### src/rtl/mvm_addr_seq.sv
// Matrix-vector read-address sequencer: walks vector/matrix SRAM addresses row by row,
// with stall backpressure, a latency-matched accumulator flag delay line and a drain/done phase.
module mvm_addr_seq #(
  parameter int unsigned VEC_ADDRW = 8,
  parameter int unsigned MAT_ADDRW = 9,
  parameter int unsigned VEC_SIZEW = VEC_ADDRW + 1,
  parameter int unsigned MAT_SIZEW = MAT_ADDRW + 1,
  parameter int unsigned PIPE_LAT  = 7
) (
  input  logic                 clk,
  input  logic                 rst,
  input  logic                 start,
  input  logic [VEC_ADDRW-1:0] vec_start_addr,
  input  logic [VEC_SIZEW-1:0] vec_num_words,
  input  logic [MAT_ADDRW-1:0] mat_start_addr,
  input  logic [MAT_SIZEW-1:0] mat_num_rows,
  input  logic [MAT_SIZEW-1:0] mat_row_stride,
  input  logic                 stall,
  output logic [VEC_ADDRW-1:0] vec_raddr,
  output logic [MAT_ADDRW-1:0] mat_raddr,
  output logic                 ovalid,
  output logic                 accum_valid,
  output logic                 accum_first,
  output logic                 accum_last,
  output logic                 busy,
  output logic                 done,
  output logic                 cfg_err
);

  localparam int unsigned CNTW = $clog2(PIPE_LAT + 1);

  typedef enum logic [1:0] {S_IDLE, S_COMPUTE, S_DRAIN} state_t;

  state_t r_state, w_state_nxt;

  logic [VEC_ADDRW-1:0] r_vec_start;
  logic [VEC_SIZEW-1:0] r_num_words;
  logic [MAT_SIZEW-1:0] r_num_rows;
  logic [MAT_SIZEW-1:0] r_stride;
  logic [VEC_SIZEW-1:0] r_word_cnt;
  logic [MAT_SIZEW-1:0] r_row_cnt;
  logic [MAT_ADDRW-1:0] r_row_base;
  logic [CNTW-1:0]      r_drain_cnt;

  logic [VEC_ADDRW-1:0] r_vec_raddr;
  logic [MAT_ADDRW-1:0] r_mat_raddr;
  logic                 r_ovalid, r_first, r_last;
  logic                 r_busy, r_done, r_cfg_err;

  logic [PIPE_LAT-1:0]  r_dl_v, r_dl_f, r_dl_l;

  logic w_word_last, w_row_last;
  logic w_accept, w_reject, w_issue, w_drain_end;

  assign w_word_last = (r_word_cnt == r_num_words - VEC_SIZEW'(1));
  assign w_row_last  = (r_row_cnt  == r_num_rows  - MAT_SIZEW'(1));

  always_ff @(posedge clk) begin
    if (rst) r_state <= S_IDLE;
    else     r_state <= w_state_nxt;
  end

  always_comb begin
    w_state_nxt = r_state;
    w_accept    = 1'b0;
    w_reject    = 1'b0;
    w_issue     = 1'b0;
    w_drain_end = 1'b0;
    case (r_state)
      S_IDLE: begin
        if (start) begin
          if (vec_num_words == '0 || mat_num_rows == '0) begin
            w_reject = 1'b1;
          end else begin
            w_accept    = 1'b1;
            w_state_nxt = S_COMPUTE;
          end
        end
      end
      S_COMPUTE: begin
        if (!stall) begin
          w_issue = 1'b1;
          if (w_word_last && w_row_last) w_state_nxt = S_DRAIN;
        end
      end
      S_DRAIN: begin
        if (r_drain_cnt == CNTW'(PIPE_LAT - 1)) begin
          w_drain_end = 1'b1;
          w_state_nxt = S_IDLE;
        end
      end
      default: w_state_nxt = S_IDLE;
    endcase
  end

  always_ff @(posedge clk) begin
    if (rst) begin
      r_vec_start <= '0;
      r_num_words <= '0;
      r_num_rows  <= '0;
      r_stride    <= '0;
      r_word_cnt  <= '0;
      r_row_cnt   <= '0;
      r_row_base  <= '0;
      r_drain_cnt <= '0;
      r_vec_raddr <= '0;
      r_mat_raddr <= '0;
      r_ovalid    <= 1'b0;
      r_first     <= 1'b0;
      r_last      <= 1'b0;
      r_busy      <= 1'b0;
      r_done      <= 1'b0;
      r_cfg_err   <= 1'b0;
    end else begin
      r_cfg_err <= w_reject;
      r_done    <= w_drain_end;
      // Still in DRAIN on the final edge, so busy covers the done cycle.
      r_busy    <= (r_state != S_IDLE) || w_accept;
      r_ovalid  <= w_issue;
      r_first   <= w_issue && (r_word_cnt == '0);
      r_last    <= w_issue && w_word_last;

      if (w_accept) begin
        r_vec_start <= vec_start_addr;
        r_num_words <= vec_num_words;
        r_num_rows  <= mat_num_rows;
        r_stride    <= mat_row_stride;
        r_word_cnt  <= '0;
        r_row_cnt   <= '0;
        r_row_base  <= mat_start_addr;
      end

      if (w_issue) begin
        r_vec_raddr <= r_vec_start + VEC_ADDRW'(r_word_cnt);
        r_mat_raddr <= r_row_base + MAT_ADDRW'(r_word_cnt);
        if (w_word_last) begin
          r_word_cnt <= '0;
          r_row_cnt  <= r_row_cnt + MAT_SIZEW'(1);
          r_row_base <= r_row_base + MAT_ADDRW'(r_stride);
        end else begin
          r_word_cnt <= r_word_cnt + VEC_SIZEW'(1);
        end
      end

      if (r_state != S_DRAIN) r_drain_cnt <= '0;
      else                    r_drain_cnt <= r_drain_cnt + CNTW'(1);
    end
  end

  // Shifts every cycle, independent of stall, so flags keep fixed latency to ovalid.
  always_ff @(posedge clk) begin
    if (rst) begin
      r_dl_v <= '0;
      r_dl_f <= '0;
      r_dl_l <= '0;
    end else begin
      r_dl_v[0] <= r_ovalid;
      r_dl_f[0] <= r_first;
      r_dl_l[0] <= r_last;
      for (int unsigned i = 1; i < PIPE_LAT; i++) begin
        r_dl_v[i] <= r_dl_v[i-1];
        r_dl_f[i] <= r_dl_f[i-1];
        r_dl_l[i] <= r_dl_l[i-1];
      end
    end
  end

  assign vec_raddr   = r_vec_raddr;
  assign mat_raddr   = r_mat_raddr;
  assign ovalid      = r_ovalid;
  assign accum_valid = r_dl_v[PIPE_LAT-1];
  assign accum_first = r_dl_v[PIPE_LAT-1] & r_dl_f[PIPE_LAT-1];
  assign accum_last  = r_dl_v[PIPE_LAT-1] & r_dl_l[PIPE_LAT-1];
  assign busy        = r_busy;
  assign done        = r_done;
  assign cfg_err     = r_cfg_err;

endmodule

### config.mk
export PLATFORM = sky130hd
export DESIGN_NAME = mvm_addr_seq
export DESIGN_NICKNAME = d
export VERILOG_FILES = /design/src/rtl/mvm_addr_seq.sv
export SDC_FILE = /design/constraint.sdc
export NUM_CORES = 1
export LEC_CHECK = 0
export CORE_ASPECT_RATIO = 1.5
export CORE_UTILIZATION = 35
export DETAILED_ROUTE_END_ITERATION = 8
export GPL_ROUTABILITY_DRIVEN = 0
export PLACE_DENSITY = 0.53
export SYNTH_ARGS = -nofsm -noshare
export SYNTH_HDL_FRONTEND = slang
export SYNTH_SLANG_ARGS = --single-unit
### constraint.sdc
create_clock -name clk -period 2.5 [get_ports clk]
set_input_delay 0.5 -clock clk [delete_from_list [all_inputs] [get_ports clk]]
set_output_delay 0.5 -clock clk [all_outputs]
set_load 0.05 [all_outputs]
## After elaboration in Yosys (flattened, before gate mapping)

Index checks and enable logic that the tools add are counted.

- Word-level logic and storage cells: 81
- Flip-flop bits (word level): 113
- Input port bits: 50
- Output and inout bits: 24

- Bitwise gates (word level): 5
- Multiplexer cells: 22
- Eq/ne operators: 11
- $add $sub $neg: 8
- Reduce and logical (&&, ||, !) cells: 15

Operators with widths:

| cell | number |
|---|---|
| two-way mux 9 bit | 6 |
| two-way mux 10 bit | 3 |
| adder 9 bit | 2 |
| logical NOT 9 bit | 2 |
| != test 2 bit, second input constant | 6 |
| adder 10 x 1 -> 10 bit, second input constant | 1 |
| == test 10 bit | 1 |
| logical NOT 10 bit | 1 |
| two-way mux 2 bit | 5 |
| subtractor 10 x 1 -> 10 bit, second input constant | 1 |
| adder 9 x 1 -> 9 bit, second input constant | 1 |
| == test 9 bit | 1 |
| subtractor 9 x 1 -> 9 bit, second input constant | 1 |
| adder 8 bit | 1 |
| two-way mux 1 bit | 7 |
| one-hot mux 2 bit (3 select lines) | 1 |
| AND reduction 5 bit | 1 |
| nonzero test 2 bit | 2 |
| OR reduction 2 bit | 2 |
| adder 3 x 1 -> 3 bit, second input constant | 1 |
| == test 3 bit, second input constant | 1 |
| logical AND 1 bit | 3 |
| inverter 1 bit | 3 |
| OR reduction 3 bit | 1 |
| 5 further kinds | 7 |

## Longest topological paths before layout

Gate-level depths: netlist (run 1).

- Word-level depth: 8
- Mapped depth: 12
- Depth with buffers taken out: 10

## Least setup slack after synthesis (run 1)

OpenSTA, ideal clock, no wires.

- Path kind: reg-to-reg
- Start: register r_num_words[2]
- End: register r_row_cnt[9]
- Stages on the path, launching flop included: 8
- Buffers on the path: 1
- Path slack: 0.045 ns
- Arrival: 2.332 ns
- Setup time: 0.123 ns
- Clock period less this slack: 2.455 ns
- Required time: 2.377 ns
- Path through: dfxtp_1 -> buf_6 -> or3_4 -> o311a_4 -> nor4_4 -> nand3_1 -> nor4_2 -> mux2_1

- Word-level cells in the longest chain between the ends: 4

Ends and longest elaborated chain:

| element | line | text |
|---|---|---|
| from (decl) | 37 | `logic [VEC_SIZEW-1:0] r_num_words;` |
| from (signal assigned) | 125 | `r_num_words <= vec_num_words;` |
| subtractor 9 x 1 -> 9 bit | 55 | `assign w_word_last = (r_word_cnt == r_num_words - VEC_SIZEW'(1));` |
| == test 9 bit | 55 |  |
| two-way mux 10 bit | 136 | `if (w_word_last) begin` |
| two-way mux 10 bit | 133 | `if (w_issue) begin` |
| to (signal assigned) | 138 | `r_row_cnt <= r_row_cnt + MAT_SIZEW'(1);` |
| to (decl) | 41 | `logic [MAT_SIZEW-1:0] r_row_cnt;` |

Every way passes these cells.
A chain may end at the register's enable or synchronous reset.

## Final worst setup path (run 1)

- Start: register r_num_words[2]
- End: register r_row_base[4]

- Word-level cells in the longest chain between the ends: 4

Ends and longest elaborated chain:

| element | line | text |
|---|---|---|
| subtractor 9 x 1 -> 9 bit | 55 |  |
| == test 9 bit | 55 |  |
| two-way mux 9 bit | 136 |  |
| two-way mux 9 bit | 133 |  |
| to (signal assigned) | 130 | `r_row_base <= mat_start_addr;` |
| to (signal assigned) | 139 | `r_row_base <= r_row_base + MAT_ADDRW'(r_stride);` |
| to (decl) | 42 | `logic [MAT_ADDRW-1:0] r_row_base;` |

Every way passes these cells.

==> impl_metrics.tcl, run 1 <==
set metrics [dict create \
    diodes 0 \
    ys_warn_count 0 \
    clock-root-buffer "clkbuf_16" \
    whs_ps 431.9 \
    drive_above_1_share 0.1507 \
    finClkSkew_ps 5.975 \
    ir_drop_v 0.0003254 \
    powerDensity_nw_per_um2 635.3 \
    layout_common_cells "nand2_1 (119), dfxtp_1 (109), a21oi_1 (71), clkdlybuf4s50_1 (71), buf_4 (58)" \
    slew_violations 0 \
    start_util 0.3618 \
    nets 886 \
    ys_types 63 \
    cts_made_buffers 17 \
    max_clock_freq_mhz 413.3 \
    wl_per_cell_um 14.00 \
    worst_pin_slew_ps 512.4 \
    vias 5108 \
    status "finished clean" \
    die_x_um 106.5 \
    core_um2 15840 \
    holdCritPathClass "flop to flop" \
    grt_usage 0.1787 \
    fin_util 0.4864 \
    met3_length_um 413 \
    synth_area_per_cell_um2 8.327 \
    insertion_delay_ps 410 \
    startpoint_type "flop" \
    finalHoldViolCount 0 \
    grt_start_max_net_pins 52 \
    top_layer_used "met4" \
    die_h_um 158.7 \
    crit_arrival_ps 2720 \
    post-route-period-util 0.9678 \
    cap_viol_max_count 0 \
    critPathRequiredTime_ps 2800 \
    drt_pass1_iterations 4 \
    path_class "flop to flop" \
    drt_iter0_drc 222 \
    setup_slack_ps 80.56 \
    drcViolationCount 0 \
    rsz0062_at_grt "false" \
    ys_seq_area_frac 0.3948 \
    maxSlewHeadroom 0.6574 \
    area_growth_pct 34.44 \
    viasPerCell 5.013 \
    worstPathMaxFanout 18 \
    crit_path_end_kind "flop" \
    pre_cts_slack_ps -164.7 \
    total_power_mw 4.893 \
    setup-violations-final 0 \
    clk_pin_slew_worst_paths_ps 50 \
    power.leakage_nw 3.086 \
    cts.sinks 113 \
    cts_hold_buffers 0 \
    drt.antenna.violating_nets 0 \
    gr-total-overflow 0 \
    synth_edf_count 0 \
    cts_buffer_depth 2 \
    pin_count 74 \
    post-dp-hpwl_um 10550 \
    antenna_found_initial 0 \
    io_buffer_count 72 \
    syn_inst 688 \
    wl_met1_um 6470 \
    grt_pass1_wl_um 23740 \
    layout_commonest_cell "nand2_1" \
    htreeDepth 4 \
    synth-seq-cells 113 \
    async_flop_share 0 \
    die_area_um2 16900 \
    synth.cell_area_um2 5729 \
    synth_ff_type "dfxtp_1" \
    drt-total-wl_um 14270 \
    wl_met2_um 7103 \
    grt_pass1_vias 4964 \
    cts_tree "done" \
    synth_nets 771 \
    rows 56 \
    post-route-min-period_ps 2419 \
]
==> power breakdown <==
group	total [mW]	switching (mW)	internal (mW)
Clock	2.36	0.867	1.49
Combinational	0.626	0.317	0.308
Sequential	1.91	0.0524	1.86
==> per-layer routing <==
metal / up-vias / track usage
li1: 2615 / -
met1: 2392 / 0.2109
met2: 84 / 0.3148
met3: 17 / 0.04011
met4: 0 / 0.06654
met5: - / 0
==> flip-flops by register name, summed over array words and instances, names as in the netlist, 2 cells and up <==
register / count
r_row_base: 9
r_state: 2
r_vec_start: 8
r_num_words: 9
r_dl_l: 7
r_dl_f: 7
r_dl_v: 7
r_drain_cnt: 3
vec_raddr: 8
r_row_cnt: 10
r_word_cnt: 9
mat_raddr: 9
r_num_rows: 10
r_stride: 9
==> worst max-delay path, stage by stage (launching register included) <==
cell and delay (ps):
dfxtp_1 330, or3_4 400, buf_4 150, or3_1 310
a21oi_2 180, nor4_4 60, buf_4 160, nand4_1 90
buf_4 140, buf_12 150, mux2_1 330
==> area by class of cell <==
| class | count | area, µm² |
|---|---|---|
| Clock buffer | 19 | 442.9 |
| Sequential cell | 113 | 2270 |
| Multi-Input combinational cell | 513 | 3293 |
| Tap cell | 203 | 254.0 |
| Clock inverter | 13 | 137.6 |
| Timing Repair Buffer | 133 | 1211 |
| Inverter | 25 | 93.84 |
| Fill cell | 1589 | 8133 |
==> worst paths after layout <==
check | from | to | slack (ps) | cells past startpoint
worst max-delay path | r_num_words[2] | r_row_base[4] | 80 | 10
worst min-delay path | r_first | r_dl_f[0] | 430 | 1
worst max register to register | r_num_words[2] | r_row_base[4] | 80 | 10
worst min register to register | r_first | r_dl_f[0] | 430 | 1
==> what timing repair did <==
action,CTS,global route
resized for setup,4,16
pin swaps,3,9
setup endpoints to repair,6,29
setup buffers,0,2
==> stage by stage <==
stage,instances,setup TNS (ps),cell area (µm²)
final,1019,0,7702
after global routing,1019,0,7702
after CTS,1017,0,7637
after detailed placement,985,-2018,7034
after global placement,985,-1436,7034
after floorplan,688,0,5729
==> cells by family after synthesis <==
kind of cell             after synthesis  share of synthesized area
adder cells (fa/ha/maj)               33                    0.07600
XOR/XNOR                              44                    0.06726
AND/OR/NAND/NOR                      274                     0.2321
AO/OA/AOI/OAI                        146                     0.1568
flip-flops                           113                     0.3948
multiplexers                          16                    0.02948
buffers and inverters                 62                    0.04346
==> synth_stat cells, drive strengths merged (17+ instances only) <==
master    n  area, µm²
nand2   120      450.4
dfxtp   113       2262
a21oi    72      360.4
nor2     39      146.4
clkbuf   31      116.4
ha       30      375.4
xnor2    27      236.5
nor2b    25      156.4
inv      24      90.09
o21ai    24      120.1
xor2     17      148.9
Power figures use the tool's default switching activity.
==> run 2, diff against run 1 <==
--- a/config.mk
+++ b/config.mk
@@ -7,6 +7,7 @@
 export LEC_CHECK = 0
 export CORE_ASPECT_RATIO = 1.5
 export CORE_UTILIZATION = 35
+export CTS_CLUSTER_SIZE = 12
 export DETAILED_ROUTE_END_ITERATION = 8
 export GPL_ROUTABILITY_DRIVEN = 0
 export PLACE_DENSITY = 0.53
==> results of run 2 <==
Same layout as run 1: the final DEF is identical, and so are final timing and power.
